[src/rtl/utlb_pkg.sv]
// Shared types for the micro-TLB: FSM states, fault codes, entry layout and
// the fault priority encoder applied to joint-TLB results.
package utlb_pkg;

    typedef enum logic [1:0] {
        IDLE = 2'd0,
        LOOK = 2'd1,
        XLAT = 2'd2,
        DONE = 2'd3
    } state_t;

    localparam logic [2:0] FAULT_NONE  = 3'd0;
    localparam logic [2:0] FAULT_MISS  = 3'd1;
    localparam logic [2:0] FAULT_ADE   = 3'd2;
    localparam logic [2:0] FAULT_INVAL = 3'd3;
    localparam logic [2:0] FAULT_MOD   = 3'd4;

    typedef struct packed {
        logic        valid;
        logic [51:0] tag;
        logic [19:0] pfn;
        logic        cache;
        logic        wok;
    } entry_t;

    // Address error outranks miss, miss outranks invalid, invalid outranks modify.
    function automatic logic [2:0] fault_code(input logic ade, input logic miss,
                                              input logic inval, input logic mod);
        if (ade)        return FAULT_ADE;
        else if (miss)  return FAULT_MISS;
        else if (inval) return FAULT_INVAL;
        else if (mod)   return FAULT_MOD;
        else            return FAULT_NONE;
    endfunction

endpackage

[src/rtl/utlb_cam.sv]
// Fully-associative entry store: tag compare producing a match vector and the
// matching entry's payload, one write port, and a bulk invalidate.
module utlb_cam
    import utlb_pkg::*;
#(
    parameter int ENTRIES = 4,
    parameter int IW      = $clog2(ENTRIES)
) (
    input  logic          clk,
    input  logic          rstn,
    input  logic          flush,
    input  logic [51:0]   lookup_tag,
    output logic          match_any,
    output logic [IW-1:0] match_idx,
    output logic [19:0]   hit_pfn,
    output logic          hit_cache,
    output logic          hit_wok,
    input  logic          we,
    input  logic [IW-1:0] widx,
    input  logic [51:0]   wtag,
    input  logic [19:0]   wpfn,
    input  logic          wcache,
    input  logic          wwok
);

    entry_t ent [ENTRIES];

    // Fill logic guarantees tags are unique, so at most one entry matches.
    always_comb begin
        match_any = 1'b0;
        match_idx = '0;
        hit_pfn   = '0;
        hit_cache = 1'b0;
        hit_wok   = 1'b0;
        for (int i = 0; i < ENTRIES; i++) begin
            if (ent[i].valid && ent[i].tag == lookup_tag) begin
                match_any = 1'b1;
                match_idx = IW'(i);
                hit_pfn   = ent[i].pfn;
                hit_cache = ent[i].cache;
                hit_wok   = ent[i].wok;
            end
        end
    end

    always_ff @(posedge clk or negedge rstn) begin
        if (!rstn) begin
            for (int i = 0; i < ENTRIES; i++) ent[i] <= '0;
        end else if (flush) begin
            for (int i = 0; i < ENTRIES; i++) ent[i].valid <= 1'b0;
        end else if (we) begin
            ent[widx] <= '{valid: 1'b1, tag: wtag, pfn: wpfn, cache: wcache, wok: wwok};
        end
    end

endmodule

[src/rtl/utlb.sv]
// Micro-TLB in front of the joint TLB. Handshake: req is held with va/wr
// stable until ack; ack is a one-cycle pulse carrying pa/cache/fault.
module utlb
    import utlb_pkg::*;
#(
    parameter int ENTRIES = 4
) (
    input  logic        clk,
    input  logic        rstn,
    input  logic        req,
    input  logic [63:0] va,
    input  logic        wr,
    output logic        ack,
    output logic [31:0] pa,
    output logic        cache,
    output logic [2:0]  fault,
    input  logic        flush,
    output logic [63:0] jtlbva,
    output logic        jtlbreq,
    output logic        jtlbwr,
    input  logic [31:0] jtlbpa,
    input  logic        jtlbcache,
    input  logic        jtlbmiss,
    input  logic        jtlbade,
    input  logic        jtlbinval,
    input  logic        jtlbmod,
    output state_t      state
);

    localparam int IW = $clog2(ENTRIES);

    state_t        state_n;
    logic [63:0]   va_q;
    logic          wr_q;
    logic [IW-1:0] ptr;
    logic          match_any;
    logic [IW-1:0] match_idx;
    logic [19:0]   hit_pfn;
    logic          hit_cache;
    logic          hit_wok;
    logic          hit;
    logic [2:0]    jfault;
    logic          fill;
    logic [IW-1:0] fill_idx;

    utlb_cam #(.ENTRIES(ENTRIES), .IW(IW)) u_cam (
        .clk        (clk),
        .rstn       (rstn),
        .flush      (flush),
        .lookup_tag (va_q[63:12]),
        .match_any  (match_any),
        .match_idx  (match_idx),
        .hit_pfn    (hit_pfn),
        .hit_cache  (hit_cache),
        .hit_wok    (hit_wok),
        .we         (fill),
        .widx       (fill_idx),
        .wtag       (va_q[63:12]),
        .wpfn       (jtlbpa[31:12]),
        .wcache     (jtlbcache),
        .wwok       (wr_q)
    );

    // A flush landing on the lookup cycle forces the miss path.
    assign hit      = match_any && (!wr_q || hit_wok) && !flush;
    assign jfault   = fault_code(jtlbade, jtlbmiss, jtlbinval, jtlbmod);
    assign fill     = (state == XLAT) && (jfault == FAULT_NONE) && !flush;
    // A store upgrading a clean read page reuses that slot.
    assign fill_idx = match_any ? match_idx : ptr;

    assign ack     = (state == DONE);
    assign jtlbreq = (state == XLAT);
    assign jtlbva  = va_q;
    assign jtlbwr  = wr_q;

    always_ff @(posedge clk or negedge rstn) begin
        if (!rstn) state <= IDLE;
        else       state <= state_n;
    end

    always_comb begin
        state_n = state;
        case (state)
            IDLE:    if (req) state_n = LOOK;
            LOOK:    state_n = hit ? DONE : XLAT;
            XLAT:    state_n = DONE;
            DONE:    state_n = IDLE;
            default: state_n = IDLE;
        endcase
    end

    always_ff @(posedge clk or negedge rstn) begin
        if (!rstn) begin
            va_q  <= '0;
            wr_q  <= 1'b0;
            ptr   <= '0;
            pa    <= '0;
            cache <= 1'b0;
            fault <= FAULT_NONE;
        end else begin
            if (state == IDLE && req) begin
                va_q <= va;
                wr_q <= wr;
            end
            if (state == LOOK && hit) begin
                pa    <= {hit_pfn, va_q[11:0]};
                cache <= hit_cache;
                fault <= FAULT_NONE;
            end
            if (state == XLAT) begin
                fault <= jfault;
                if (jfault == FAULT_NONE) begin
                    pa    <= (jtlbpa & 32'hFFFF_F000) | {20'd0, va_q[11:0]};
                    cache <= jtlbcache;
                end else begin
                    pa    <= '0;
                    cache <= 1'b0;
                end
                if (fill && !match_any)
                    ptr <= (ptr == IW'(ENTRIES - 1)) ? '0 : ptr + 1'b1;
            end
        end
    end

endmodule

[config.mk]
export PLATFORM = sky130hd
export DESIGN_NAME = utlb
export DESIGN_NICKNAME = d
export VERILOG_FILES = /design/src/rtl/utlb_pkg.sv /design/src/rtl/utlb_cam.sv /design/src/rtl/utlb.sv
export SDC_FILE = /design/constraint.sdc
export NUM_CORES = 1
export LEC_CHECK = 0
export BUFFER_PORTS_ARGS = -buffer_cell sky130_fd_sc_hd__buf_2
export CAP_MARGIN = 15
export CORE_MARGIN = 2
export CORE_UTILIZATION = 45
export DETAILED_ROUTE_END_ITERATION = 10
export SLEW_MARGIN = 15
export SYNTH_ARGS = -nofsm -noshare
export SYNTH_HDL_FRONTEND = slang
export SYNTH_HIERARCHICAL = 1
export SYNTH_SLANG_ARGS = --single-unit
export TNS_END_PERCENT = 10
[constraint.sdc]
create_clock -name clk -period 5.13 [get_ports clk]
set_input_delay 1.2825 -clock clk [delete_from_list [all_inputs] [get_ports clk]]
set_output_delay 1.2825 -clock clk [all_outputs]
set_load 0.1 [all_outputs]
==> flow_metrics.tcl <==
set metrics [dict create \
    vias 13100 \
    drv_cap 0 \
    hold_buffers 0 \
    slew_headroom_pct 34.1 \
    power-per-cell-area_nw_per_um2 626 \
    synth-main-ff-cell "dfrtp_1" \
    final_antenna_net_count 0 \
    finalSetupViolations 0 \
    path_common_cell "buf_4" \
    tritoncts "done" \
    min_path_cells 1 \
    drt_pass1_iterations 5 \
    endpoint_kind "register" \
    yosysSeqAreaShare_pct 52.5 \
    route.detailed.drc 0 \
    r2r-start "jtlbva[37]$_DFFE_PN0P_" \
    finalCritPeriodShare_pct 82.9 \
    critPathMaxFanout 30 \
    synthCells 1489 \
    die_w_um 211 \
    dp.cells 2179 \
    cts.sinks 405 \
    htree_levels 2 \
    status "finished, final reports clean" \
    min_from "u_cam/ent[149]$_DFFE_PN0P_" \
    grt_max_degree 103 \
    syn_nets 1601 \
    grt_use_met3_pct 3.42 \
    synth_edf_count 0 \
    syn_avg_cell_area_um2 13.0 \
    path_class "register to register" \
    ys_warn_count 6 \
    rsz0062_at_grt "false" \
    grt.total_usage_pct 23.8 \
    start_util_pct 45.8 \
    place_hpwl_mm 33.9 \
    drive_gt1_share_pct 42.5 \
    cts_buffer_depth 3 \
    n_fill_cell 3574 \
    clkSlewWorstSetupHoldPaths_ps 60 \
    num_io_pins 211 \
    stdcell_count 2261 \
    worst_ep_arrival_time_ps 4670 \
    numPortBuffers 198 \
    num-nets-final 1799 \
    finalMaxSlewViolations 0 \
    viasPerCell 5.77 \
    skew_ps 21.6 \
    max_freq_mhz 235 \
    reg2reg_depth 11 \
    grt.busiest_layer "met2" \
    setup_tns_ps 0 \
    wl_per_cell_um 23.1 \
    grt_first_pass_wirelength_mm 81.4 \
    drt_iter0_drc 924 \
    leakagePower_nw 10.8 \
    root_buffer "clkbuf_16" \
    min_period_ps 4250 \
    critPathLaunchType "register" \
    worstMarginPinSlew_ps 988 \
    ys_ff_latch 405 \
    die_h_um 211 \
    clk_latency_ps 570 \
    grt_pass1_vias 13500 \
    core_um2 42100 \
    hold_slack_ps 475 \
    syn_to_final_growth_pct 17.0 \
    dieArea_um2 44600 \
    cts_resized 0 \
    finalHoldViolations 0 \
    cts_made_buffers 45 \
    rr_endpoint "pa[15]$_DFFE_PN0P_" \
    synthArstFlopShare_pct 100 \
    hold_end "u_cam/ent[149]$_DFFE_PN0P_" \
    hp-class "register to register" \
    postCtsSetupBuffers 0 \
    antenna_found_initial 3 \
    gp_congestion 0.809 \
    crit_path_top_delay_cell "dfrtp_1" \
    syn_area_um2 19300 \
    worstPathCellList "xor2_1 > nor4_1 > nand4_1 > nor4_4 > buf_4 > mux2_2 > a311o_1 > nand2b_1 > buf_4 > a211oi_1 > a21oi_1" \
    routed_wl_mm 52.2 \
    placementRows 75 \
    ys_types 58 \
    r2r_slack_ps 880 \
    required_ps 5550 \
    ir_worst_vdd_mv 0.768 \
    gr-total-overflow 0 \
    gr-usage-met1_pct 34.9 \
    grt_use_met2_pct 36.7 \
    max_stage_delay_ps 780 \
]
[where the power goes]
group	internal [mW]	leakage, nW	switching [mW]
Clock	2.10	0.776	1.29
Combinational	1.50	4.65	4.52
Sequential	3.78	5.39	0.938
[area by class of cell]
| cell class | count | area, um^2 | area share, % |
|---|---|---|---|
| Timing Repair Buffer | 256 | 1520 | 6.74 |
| Multi-Input combinational cell | 936 | 8540 | 37.8 |
| Antenna cell | 1 | 2.50 | 0.0111 |
| Clock buffer | 66 | 1340 | 5.92 |
| Sequential cell | 405 | 10100 | 44.8 |
| Inverter | 43 | 161 | 0.714 |
| Clock inverter | 15 | 229 | 1.01 |
| Tap cell | 539 | 674 | 2.98 |
[worst max path at each step]
stage	startpoint	slack (ps)	to	depth (start not counted)
2_1_floorplan	jtlbva[39]$_DFFE_PN0P_	470	u_cam/ent[221]$_DFFE_PN0P_	12
3_3_place_gp	jtlbva[24]$_DFFE_PN0P_	990	u_cam/ent[85]$_DFFE_PN0P_	10
3_5_place_dp	jtlbva[42]$_DFFE_PN0P_	980	u_cam/ent[87]$_DFFE_PN0P_	10
4_1_cts	jtlbva[21]$_DFFE_PN0P_	950	u_cam/ent[77]$_DFFE_PN0P_	10
5_1_grt	jtlbva[44]$_DFFE_PN0P_	710	pa[31]$_DFFE_PN0P_	12
6_report	jtlbva[37]$_DFFE_PN0P_	880	pa[15]$_DFFE_PN0P_	11
[layout by cell type (no fill, tap or decap), drive strengths merged, types with 7 or more instances in the layout]
cell    netlist  final
buf          41    256
xnor2        60     60
nand2        22     22
dfrtp       405    405
clkbuf       64     66
nand2b        7      7
nand4        58     58
a311o        22     22
a21oi        21     21
clkinv        0      8
a32oi        20     20
o21ai        15     15
nand3        38     38
o311ai       12     12
nor4         79     79
a211oi       21     21
xor2        120    120
mux2        376    376
inv          43     44
[kinds of logic (layout without fill, tap and decap cells)]
logic type / count (synthesis) / count (layout) / share of synthesized area, %
multiplexers: 376 / 376 / 21.9
buffers and inverters: 148 / 380 / 3.58
XOR/XNOR: 180 / 180 / 8.16
AND/OR/NAND/NOR: 228 / 228 / 7.27
flip-flops: 405 / 405 / 52.5
other: 0 / 1 / 0
AO/OA/AOI/OAI: 146 / 146 / 6.20
adder cells (fa/ha/maj): 6 / 6 / 0.389
[synthesized netlist by cell type (all sizes together), types with 12 or more instances]
library cell    n  share of area, %
nand3          38               1.0
a211oi         21              0.84
mux2          376                22
buf            41               1.5
xnor2          60               2.7
nand4          58               1.9
clkbuf         64               1.2
xor2          120               5.4
nand2          22              0.43
nor4           79               2.9
a311o          22               1.1
dfrtp         405                52
inv            43              0.84
a32oi          20              0.91
o21ai          15              0.39
a21oi          21              0.54
o311ai         12              0.82
[stage by stage]
stage	total power, mW	util [%]	cell area (um^2)	setup WS [ps]
2_1_floorplan	9.13	-	19300	469
3_3_place_gp	10.7	49.9	21000	991
3_5_place_dp	10.8	49.9	21000	981
4_1_cts	14.3	53.6	22600	946
5_1_grt	14.8	53.6	22600	705
6_report	14.1	53.7	22600	876
[registers in the layout (all words and copies together) (netlist names)]
name / flops
cache: 1
fault: 3
jtlbva: 64
jtlbwr: 1
pa: 32
ptr: 2
state: 2
u_cam/ent: 300
[worst max-delay path: cells and delay by family (launching register included)]
family / cells / cell delay, ps
xor gates and xnor gates: 1 / 150
and+or+nand+nor: 4 / 1470
DFF: 1 / 780
buffers and inverters: 2 / 690
AOI/OAI and AO/OA: 3 / 600
muxes: 1 / 360
[per-layer routing]
layer | up-vias | wire length, um
met5 | - | 27
met2 | 365 | 23900
met1 | 6760 | 24600
met4 | 4 | 1050
met3 | 76 | 2690
li1 | 5851 | -
Note: power is estimated with default switching activity, not from simulation.
